### src/rtl/sdp_fifo_pkg.sv
// Shared constants and helpers for the simple-dual-port RAM FIFO controller.
package sdp_fifo_pkg;

  localparam int unsigned RD_LATENCY_MIN = 1;
  localparam int unsigned RD_LATENCY_MAX = 2;

  // Output buffer must absorb every read already in flight plus the current head.
  function automatic int unsigned buf_depth(input int unsigned rd_latency);
    return rd_latency + 1;
  endfunction

endpackage

### src/rtl/sdp_fifo_out_buf.sv
// Small register FIFO that collects RAM read data and presents the head word.
module sdp_fifo_out_buf
  import sdp_fifo_pkg::*;
#(
  parameter int unsigned DATA_WIDTH = 16,
  parameter int unsigned DEPTH      = 2,
  parameter int unsigned LVL_W      = $clog2(DEPTH + 1)
) (
  input  logic                  clk,
  input  logic                  rst_n,
  input  logic                  push,
  input  logic [DATA_WIDTH-1:0] push_data,
  input  logic                  pop,
  output logic [DATA_WIDTH-1:0] head_data,
  output logic                  head_valid,
  output logic [LVL_W-1:0]      level
);

  localparam int unsigned PTR_W = (DEPTH > 1) ? $clog2(DEPTH) : 1;

  logic [DATA_WIDTH-1:0] mem_q [DEPTH];
  logic [PTR_W-1:0]      wr_ptr_q;
  logic [PTR_W-1:0]      rd_ptr_q;
  logic [LVL_W-1:0]      level_q;
  logic                  pop_eff;

  function automatic logic [PTR_W-1:0] ptr_inc(input logic [PTR_W-1:0] p);
    return (p == PTR_W'(DEPTH - 1)) ? '0 : p + PTR_W'(1);
  endfunction

  assign pop_eff = pop && (level_q != '0);

  always_ff @(posedge clk) begin
    if (!rst_n) begin
      mem_q    <= '{default: '0};
      wr_ptr_q <= '0;
      rd_ptr_q <= '0;
      level_q  <= '0;
    end else begin
      if (push) begin
        mem_q[wr_ptr_q] <= push_data;
        wr_ptr_q        <= ptr_inc(wr_ptr_q);
      end
      if (pop_eff) begin
        rd_ptr_q <= ptr_inc(rd_ptr_q);
      end
      // Simultaneous push and pop leave the level unchanged.
      case ({push, pop_eff})
        2'b10:   level_q <= level_q + LVL_W'(1);
        2'b01:   level_q <= level_q - LVL_W'(1);
        default: ;
      endcase
    end
  end

  assign head_data  = mem_q[rd_ptr_q];
  assign head_valid = (level_q != '0);
  assign level      = level_q;

  a_no_overflow: assert property (@(posedge clk) disable iff (!rst_n)
    !(push && !pop_eff && (level_q == LVL_W'(DEPTH))))
    else $error("sdp_fifo_out_buf: push into a full buffer");

endmodule

### src/rtl/sdp_fifo_ctrl.sv
// First-word-fall-through valid/ready FIFO built around an external simple-dual-port RAM.
module sdp_fifo_ctrl
  import sdp_fifo_pkg::*;
#(
  parameter int unsigned DATA_WIDTH = 16,
  parameter int unsigned ADDR_WIDTH = 10,
  parameter int unsigned RD_LATENCY = 1
) (
  input  logic                  clk,
  input  logic                  rst_n,
  input  logic                  in_valid,
  output logic                  in_ready,
  input  logic [DATA_WIDTH-1:0] in_data,
  output logic                  out_valid,
  input  logic                  out_ready,
  output logic [DATA_WIDTH-1:0] out_data,
  output logic [ADDR_WIDTH+1:0] count,
  output logic                  ram_wr_en,
  output logic [ADDR_WIDTH-1:0] ram_wr_addr,
  output logic [DATA_WIDTH-1:0] ram_wr_data,
  output logic                  ram_rd_en,
  output logic [ADDR_WIDTH-1:0] ram_rd_addr,
  input  logic [DATA_WIDTH-1:0] ram_rd_data
);

  localparam int unsigned BUF_DEPTH = buf_depth(RD_LATENCY);
  localparam int unsigned LVL_W     = $clog2(BUF_DEPTH + 1);
  localparam int unsigned CRD_W     = LVL_W + 1;
  localparam int unsigned RCNT_W    = ADDR_WIDTH + 1;
  localparam int unsigned CNT_W     = ADDR_WIDTH + 2;
  localparam logic [RCNT_W-1:0] RAM_WORDS = {1'b1, {ADDR_WIDTH{1'b0}}};

  if ((RD_LATENCY < RD_LATENCY_MIN) || (RD_LATENCY > RD_LATENCY_MAX)) begin : g_bad_latency
    $fatal(1, "sdp_fifo_ctrl: RD_LATENCY must be 1 or 2");
  end

  logic [ADDR_WIDTH-1:0] wr_ptr_q;
  logic [ADDR_WIDTH-1:0] rd_ptr_q;
  logic [RCNT_W-1:0]     ram_count_q;
  logic [RD_LATENCY-1:0] tag_q;
  logic [RD_LATENCY-1:0] tag_d;
  logic [LVL_W-1:0]      inflight;
  logic [LVL_W-1:0]      buf_level;
  logic [CRD_W-1:0]      credit_used;
  logic                  wr_fire;
  logic                  pop;
  logic                  issue;
  logic                  ret_valid;

  // Write port is a direct pass-through of the accepted producer word.
  assign in_ready    = rst_n && (ram_count_q != RAM_WORDS);
  assign wr_fire     = in_valid && in_ready;
  assign ram_wr_en   = wr_fire;
  assign ram_wr_addr = wr_ptr_q;
  assign ram_wr_data = in_data;

  // Read port free-runs so a registered RAM output stage keeps advancing.
  assign ram_rd_en   = rst_n;
  assign ram_rd_addr = rd_ptr_q;

  assign pop = out_valid && out_ready;

  // Issue only while the buffer can hold every outstanding read after this cycle's pop.
  always_comb begin
    inflight    = LVL_W'($countones(tag_q));
    credit_used = CRD_W'(inflight) + CRD_W'(buf_level) - CRD_W'(pop);
    issue       = (ram_count_q != '0) && (credit_used < CRD_W'(BUF_DEPTH));
  end

  if (RD_LATENCY == 1) begin : g_tag_l1
    assign tag_d = issue;
  end else begin : g_tag_ln
    assign tag_d = {tag_q[RD_LATENCY-2:0], issue};
  end

  assign ret_valid = tag_q[RD_LATENCY-1];

  always_ff @(posedge clk) begin
    if (!rst_n) begin
      wr_ptr_q    <= '0;
      rd_ptr_q    <= '0;
      ram_count_q <= '0;
      tag_q       <= '0;
    end else begin
      tag_q <= tag_d;
      if (wr_fire) begin
        wr_ptr_q <= wr_ptr_q + ADDR_WIDTH'(1);
      end
      if (issue) begin
        rd_ptr_q <= rd_ptr_q + ADDR_WIDTH'(1);
      end
      case ({wr_fire, issue})
        2'b10:   ram_count_q <= ram_count_q + RCNT_W'(1);
        2'b01:   ram_count_q <= ram_count_q - RCNT_W'(1);
        default: ;
      endcase
    end
  end

  sdp_fifo_out_buf #(
    .DATA_WIDTH (DATA_WIDTH),
    .DEPTH      (BUF_DEPTH),
    .LVL_W      (LVL_W)
  ) u_out_buf (
    .clk        (clk),
    .rst_n      (rst_n),
    .push       (ret_valid),
    .push_data  (ram_rd_data),
    .pop        (pop),
    .head_data  (out_data),
    .head_valid (out_valid),
    .level      (buf_level)
  );

  assign count = CNT_W'(ram_count_q) + CNT_W'(inflight) + CNT_W'(buf_level);

endmodule

### config.mk
export PLATFORM = sky130hd
export DESIGN_NAME = sdp_fifo_ctrl
export DESIGN_NICKNAME = d
export VERILOG_FILES = /design/src/rtl/sdp_fifo_pkg.sv /design/src/rtl/sdp_fifo_out_buf.sv /design/src/rtl/sdp_fifo_ctrl.sv
export SDC_FILE = /design/constraint.sdc
export NUM_CORES = 1
export LEC_CHECK = 0
export ABC_CLOCK_PERIOD_IN_PS = 4310
export CAP_MARGIN = 20
export CORE_UTILIZATION = 44
export DETAILED_ROUTE_END_ITERATION = 6
export HOLD_SLACK_MARGIN = 0.05
export PLACE_DENSITY = 0.76
export SYNTH_ARGS = -nofsm -noshare
export SYNTH_HDL_FRONTEND = slang
export SYNTH_SLANG_ARGS = --single-unit
### constraint.sdc
create_clock -name clk -period 4.31 [get_ports clk]
set_input_delay 0.862 -clock clk [delete_from_list [all_inputs] [get_ports clk]]
set_output_delay 0.862 -clock clk [all_outputs]
set_load 0.005 [all_outputs]
=== Yosys cells after proc, flatten, opt, wreduce, memory -nomap -nowiden ===
Cells that the tools add are included.

* Add/subtract/negate cells: 12
* $lt $le $gt $ge: 4
* Eq/ne operators: 5
* Mux-type cells: 10
* Bitwise gates (word level): 2
* Reduce and logical (&&, ||, !) cells: 10

{| class="wikitable"
|+ Operators by type and width
! cell !! count
|-
| 16-bit two-way mux || 4
|-
| 32-bit bitwise mux || 1
|-
| 11-bit one-hot mux with 2 select lines || 1
|-
| 10-bit by 1-bit adder with 10-bit output, second input constant || 2
|-
| 16-bit demux with 1-bit select || 1
|-
| 11-bit by 1-bit adder with 12-bit output || 1
|-
| 12-bit by 2-bit adder with 12-bit output || 1
|-
| 11-bit by 1-bit adder with 11-bit output, second input constant || 1
|-
| 11-bit inequality test, second input constant || 1
|-
| 11-bit nonzero test || 1
|-
| 11-bit by 1-bit subtractor with 11-bit output, second input constant || 1
|-
| 1-bit logical AND || 6
|-
| 2-bit nonzero test || 3
|-
| 2-bit by 1-bit equality test with 1-bit output, second input constant || 2
|-
| 2-bit equality test, second input constant || 2
|-
| 2-bit >= comparator, second input constant || 2
|-
| 1-bit NOT with 2-bit output || 2
|-
| 2-bit one-hot mux with 2 select lines || 1
|-
| 1-bit by 2-bit adder with 3-bit output || 1
|-
| 3-bit by 2-bit < comparator with 1-bit output, second input constant || 1
|-
| 3-bit by 1-bit subtractor with 3-bit output || 1
|-
| 1-bit adder, second input constant || 2
|-
| 2-bit by 1-bit adder with 2-bit output, second input constant || 1
|-
| 2-bit by 1-bit < comparator with 1-bit output, second input constant || 1
|-
| other kinds (2) || 3
|}

* Register bits after elaboration: 68
* Output and inout port bits: 68
* Logic and storage cells: 52

=== Longest topological paths before layout ===
* Depth after elaboration: 7
* Mapped depth: 17
* Depth with buffers taken out: 17

=== Modules after synthesis ===
From an unflattened synthesis, not the netlist that was laid out.

* Cells, all modules: 443
* Area, all modules: 3,803.6 um2

{| class="wikitable"
|+ By module, submodules not included
! module !! times used !! cells an instance !! area an instance (um2) !! seq. area each (um2)
|-
| sdp_fifo_ctrl || 1 || 265 || 2,233.4 || 640.6
|-
| sdp_fifo_out_buf || 1 || 178 || 1,570.3 || 720.7
|}

=== Worst setup path after synthesis ===
Ideal clock, no wire load.

* Kind: input to register
* From: input port out_ready
* To: register ram_count_q[10]
* Arrival time: 4.040 ns
* Slack: 0.198 ns
* Stages: 16
* Buffers on the path: 0
* Path through: and2_1 ha_1 nand2b_1 fa_1 xnor2_1 o211ai_4 inv_4 ha_1 inv_1 fa_1 nor2b_1 o2111ai_1 a31oi_1 o22ai_1 mux2i_1 mux2i_1

* Cells in the longest elaborated chain, start to end: 6
* Elaborated cells between the ends (all ways): 8
* Those cells by class: add/sub: 1; order compare: 1; eq/ne: 2; mux: 1; reduce/logical: 3

{| class="wikitable"
|+ Ends and longest elaborated chain
! element !! line !! source
|-
| start: declaration || sdp_fifo_ctrl.sv:15 || <nowiki>input logic out_ready,</nowiki>
|-
| 1-bit logical AND * || sdp_fifo_ctrl.sv:61 || <nowiki>assign pop = out_valid && out_ready;</nowiki>
|-
| 3-bit by 1-bit subtractor with 3-bit output * || sdp_fifo_ctrl.sv:66 || <nowiki>credit_used = CRD_W'(inflight) + CRD_W'(buf_level) - CRD_W'(pop);</nowiki>
|-
| 3-bit by 2-bit < comparator with 1-bit output * || sdp_fifo_ctrl.sv:67 || <nowiki>issue = (ram_count_q != '0) && (credit_used < CRD_W'(BUF_DEPTH));</nowiki>
|-
| 1-bit logical AND * || sdp_fifo_ctrl.sv:67 ||
|-
| via issue || sdp_fifo_ctrl.sv:47 || <nowiki>logic issue;</nowiki>
|-
| 2-bit by 1-bit equality test with 1-bit output or 2-bit equality test (tied branches) || sdp_fifo_ctrl.sv:92 || <nowiki>case ({wr_fire, issue})</nowiki>
|-
| 11-bit one-hot mux with 2 select lines or 2-bit nonzero test (tied branches) || - ||
|-
| end signal: assignment || sdp_fifo_ctrl.sv:93 || <nowiki>2'b10: ram_count_q <= ram_count_q + RCNT_W'(1);</nowiki>
|-
| end signal: assignment || sdp_fifo_ctrl.sv:94 || <nowiki>2'b01: ram_count_q <= ram_count_q - RCNT_W'(1);</nowiki>
|-
| end: declaration || sdp_fifo_ctrl.sv:39 || <nowiki>logic [RCNT_W-1:0] ram_count_q;</nowiki>
|}

Mark *: on every way through the listed nets, which the timed path passes. The rest lies on a longest branch.
A chain may end at the register's enable or synchronous reset.

=== Worst setup path in the final report ===
Same ends and word-level chain as after synthesis.

==> impl_metrics.json <==
{
  "hold_slack_ps": 456,
  "start_util_pct": 45.7,
  "layout_commonest_cell": "nand2_1",
  "power.density_nw_per_um2": 687,
  "tightestPinTransition_ps": 834,
  "netlist_area_um2": 3770,
  "cts_buffer_depth": 2,
  "synthCells": 435,
  "crit_type": "in -> reg",
  "dieArea_um2": 8950,
  "routed_wl_um": 8380,
  "htree_levels": 3,
  "finalSetupTns_ps": 0,
  "gp_congestion": 0.842,
  "syn_avg_cell_area_um2": 8.67,
  "layout_common_cells": "90 x nand2_1, 70 x clkdlybuf4s50_1, 68 x dfxtp_1, 25 x and2_1, 23 x xnor2_1",
  "dieWidth_um": 94.6,
  "max_stage_delay_ps": 440,
  "critical_path_required_ps": 4590,
  "detailedPlacementHpwl_um": 5800,
  "rsz0062_at_grt": "no",
  "path_cells": "clkdlybuf4s50_1, and2_1, ha_1, nand2b_1, fa_1, xnor2_2, o211ai_4, inv_4, ha_1, inv_1, fa_1, nor2b_1, o2111ai_1, a31oi_1, o22ai_1, mux2i_1, mux2i_1",
  "synth_edf_count": 0,
  "cap_violations": 0,
  "drive_above_1_share_pct": 11.2,
  "r2r_slack_ps": 360,
  "drt_iter0_markers": 105,
  "num_antenna_cells": 0,
  "period_needed_ps": 4080,
  "io_buffers": 71,
  "root_buffer": "clkbuf_8",
  "seq_area_um2": 1360,
  "crit_buf_inv": 3,
  "r2r-start": "u_out_buf.level[1]$_SDFFE_PN0P_",
  "critPathLaunchType": "primary input",
  "nFillCells": 757,
  "core_um2": 8260,
  "route.detailed.drc": 0,
  "place_area_um2": 4530,
  "clkLatencyLatePin_ps": 340,
  "synth.distinct_cells": 43,
  "syn_nets": 490,
  "arrival_ps": 4360,
  "post-route-period-util_pct": 94.8,
  "cts.sinks": 68,
  "grt_pass1_wl_um": 13800,
  "grt_pass1_vias": 3028,
  "r2r_cells": 17,
  "std_cell_rows": 33,
  "cp_slowest_cell": "clkdlybuf4s50_1",
  "ios": 104,
  "cts_tree": "built",
  "min_from": "u_out_buf.mem_q[30]$_SDFFE_PN0P_",
  "hold_viol": 0,
  "hold_depth": 2,
  "cts_resized": 0,
  "setup-violations-final": 0,
  "p_leak_nw": 1.88,
  "vias": 3093,
  "syn_to_final_growth_pct": 25.4,
  "die_y_um": 94.6,
  "grt_max_degree": 43,
  "ys_warn_count": 0,
  "grt_overflow_total": 0,
  "cp_top_family": "adder cells",
  "rr_endpoint": "ram_count_q[10]$_SDFFE_PN0P_",
  "clock.fmax_mhz": 245,
  "min_path_type": "reg -> reg",
  "endpoint_kind": "flop",
  "ant_nets": 0,
  "wire_per_inst_um": 13.8,
  "status": "completed",
  "finClkSkew_ps": 5.80,
  "synth-main-ff-cell": "dfxtp_1",
  "multiInputGateArea_um2": 2170,
  "crit_fanout": 6,
  "seq_area_frac_synth_pct": 36.1,
  "drtPass1Iterations": 5,
  "fin_area_um2": 4730,
  "grt_util_all_layers_pct": 19.7,
  "relSlewSlack_pct": 44.3,
  "cts_buffers": 9,
  "nets": 553,
  "cts_setup_buffers": 0,
  "antenna_found_initial": 0,
  "worstHoldEndpoint": "u_out_buf.mem_q[30]$_SDFFE_PN0P_",
  "synth-async-reset-ratio_pct": 0,
  "final_max_slew_viol_count": 0,
  "vias_per_cell": 5.10,
  "cts_hold_buf": 0,
  "cts.clk_slew.worst_paths_ps": 70,
  "ys_seq_elements": 68,
  "ir_drop_mv": 0.512
}
-- registers in the layout, indices dropped and copies added, names as in the netlist --
signal / cells
u_out_buf.mem_q: 32
ram_count_q: 11
ram_rd_addr: 10
ram_wr_addr: 10
u_out_buf.level: 2
ret_valid: 1
u_out_buf.rd_ptr_q: 1
u_out_buf.wr_ptr_q: 1
-- where the power goes --
group          leakage, nW  internal [mW]  switching [mW]
combinational         1.23          0.962           0.890
clock               0.0983          0.292           0.227
sequential           0.554          0.739           0.142
total                 1.88           1.99            1.26
-- logic make-up after synthesis --
family                     share of synthesized area [%]
adders and majority gates                           7.10
DFF                                                 36.1
xor gates and xnor gates                            8.36
buffers and inverters                               6.44
and+or+nand+nor                                     23.0
muxes                                               5.57
AOI/OAI and AO/OA                                   13.4
-- worst max-delay path by stage --
stage                         start                      endpoint  slack, ps  cells after the start
after floorplan           out_ready  ram_count_q[10]$_SDFFE_PN0P_        200                     16
after global placement    out_ready  ram_count_q[10]$_SDFFE_PN0P_        -80                     17
after detailed placement  out_ready  ram_count_q[10]$_SDFFE_PN0P_       -140                     17
after CTS                 out_ready  ram_count_q[10]$_SDFFE_PN0P_        210                     17
after global routing      out_ready  ram_count_q[10]$_SDFFE_PN0P_         10                     17
final                     out_ready  ram_count_q[10]$_SDFFE_PN0P_        230                     17
-- synth_stat cells, types with 2 or more instances --
cell      count  area share (%)
nor4_1        4            0.66
nand3_2       2            0.53
o21a_1        3            0.60
xnor2_1      24             5.6
mux2_2       16             4.8
buf_4        17             3.4
a21o_1        5             1.0
nor4_4        2             1.1
and3_1        6             1.0
nand3_1      13             1.7
and2_1       25             4.1
nor3_1        4            0.53
a21oi_1       4            0.53
o21ai_0       8             1.1
nor2b_1       2            0.33
nand4_1       6             1.0
nand2_1      90             9.0
a21boi_1     15             3.0
clkbuf_1     17             1.7
or3_1         3            0.50
fa_1          4             2.1
nand2b_1      5            0.83
inv_1        10             1.0
ha_1         15             5.0
nor2_1        7            0.70
mux2i_1       3            0.80
dfxtp_1      68              36
xor2_1       12             2.8
a21boi_0     22             4.4
o21ai_1      10             1.3
-- through the flow --
stage	cells	worst slack [ps]	total power [mW]	util (%)
6_report	606	226	3.25	57.3
5_1_grt	606	10.9	3.52	57.3
4_1_cts	606	211	3.27	57.2
3_5_place_dp	592	-145	2.74	54.9
3_3_place_gp	592	-76.9	2.69	54.9
2_1_floorplan	435	198	2.08	-
-- metal layers --
| layer | track usage, % | routed length (um) | part of all wire (%) | up-vias |
|---|---|---|---|---|
| li1 | - | - | - | 1571 |
| met2 | 34.3 | 4080 | 49 | 81 |
| met5 | 0 | 0 | 0 | - |
| met4 | 7.32 | 116 | 1.4 | 0 |
| met3 | 4.75 | 494 | 5.9 | 12 |
| met1 | 23.3 | 3690 | 44 | 1429 |
-- tightest hold or removal path: cells and delay by family (launching register included) --
family	cells	cell delay, ps
and+or+nand+nor	1	50
AOI/OAI and AO/OA	1	50
DFF	1	310
-- area by class of cell --
class                   instances  area share [%]
well taps                     105            2.78
multi-input cells             320            46.0
inverters                      12            1.01
clock buffers                  12            3.28
flip-flops and latches         68            28.8
repair buffers                 87            17.5
clock inverters                 2           0.741
No activity file was read; power rests on OpenSTA's default activity.
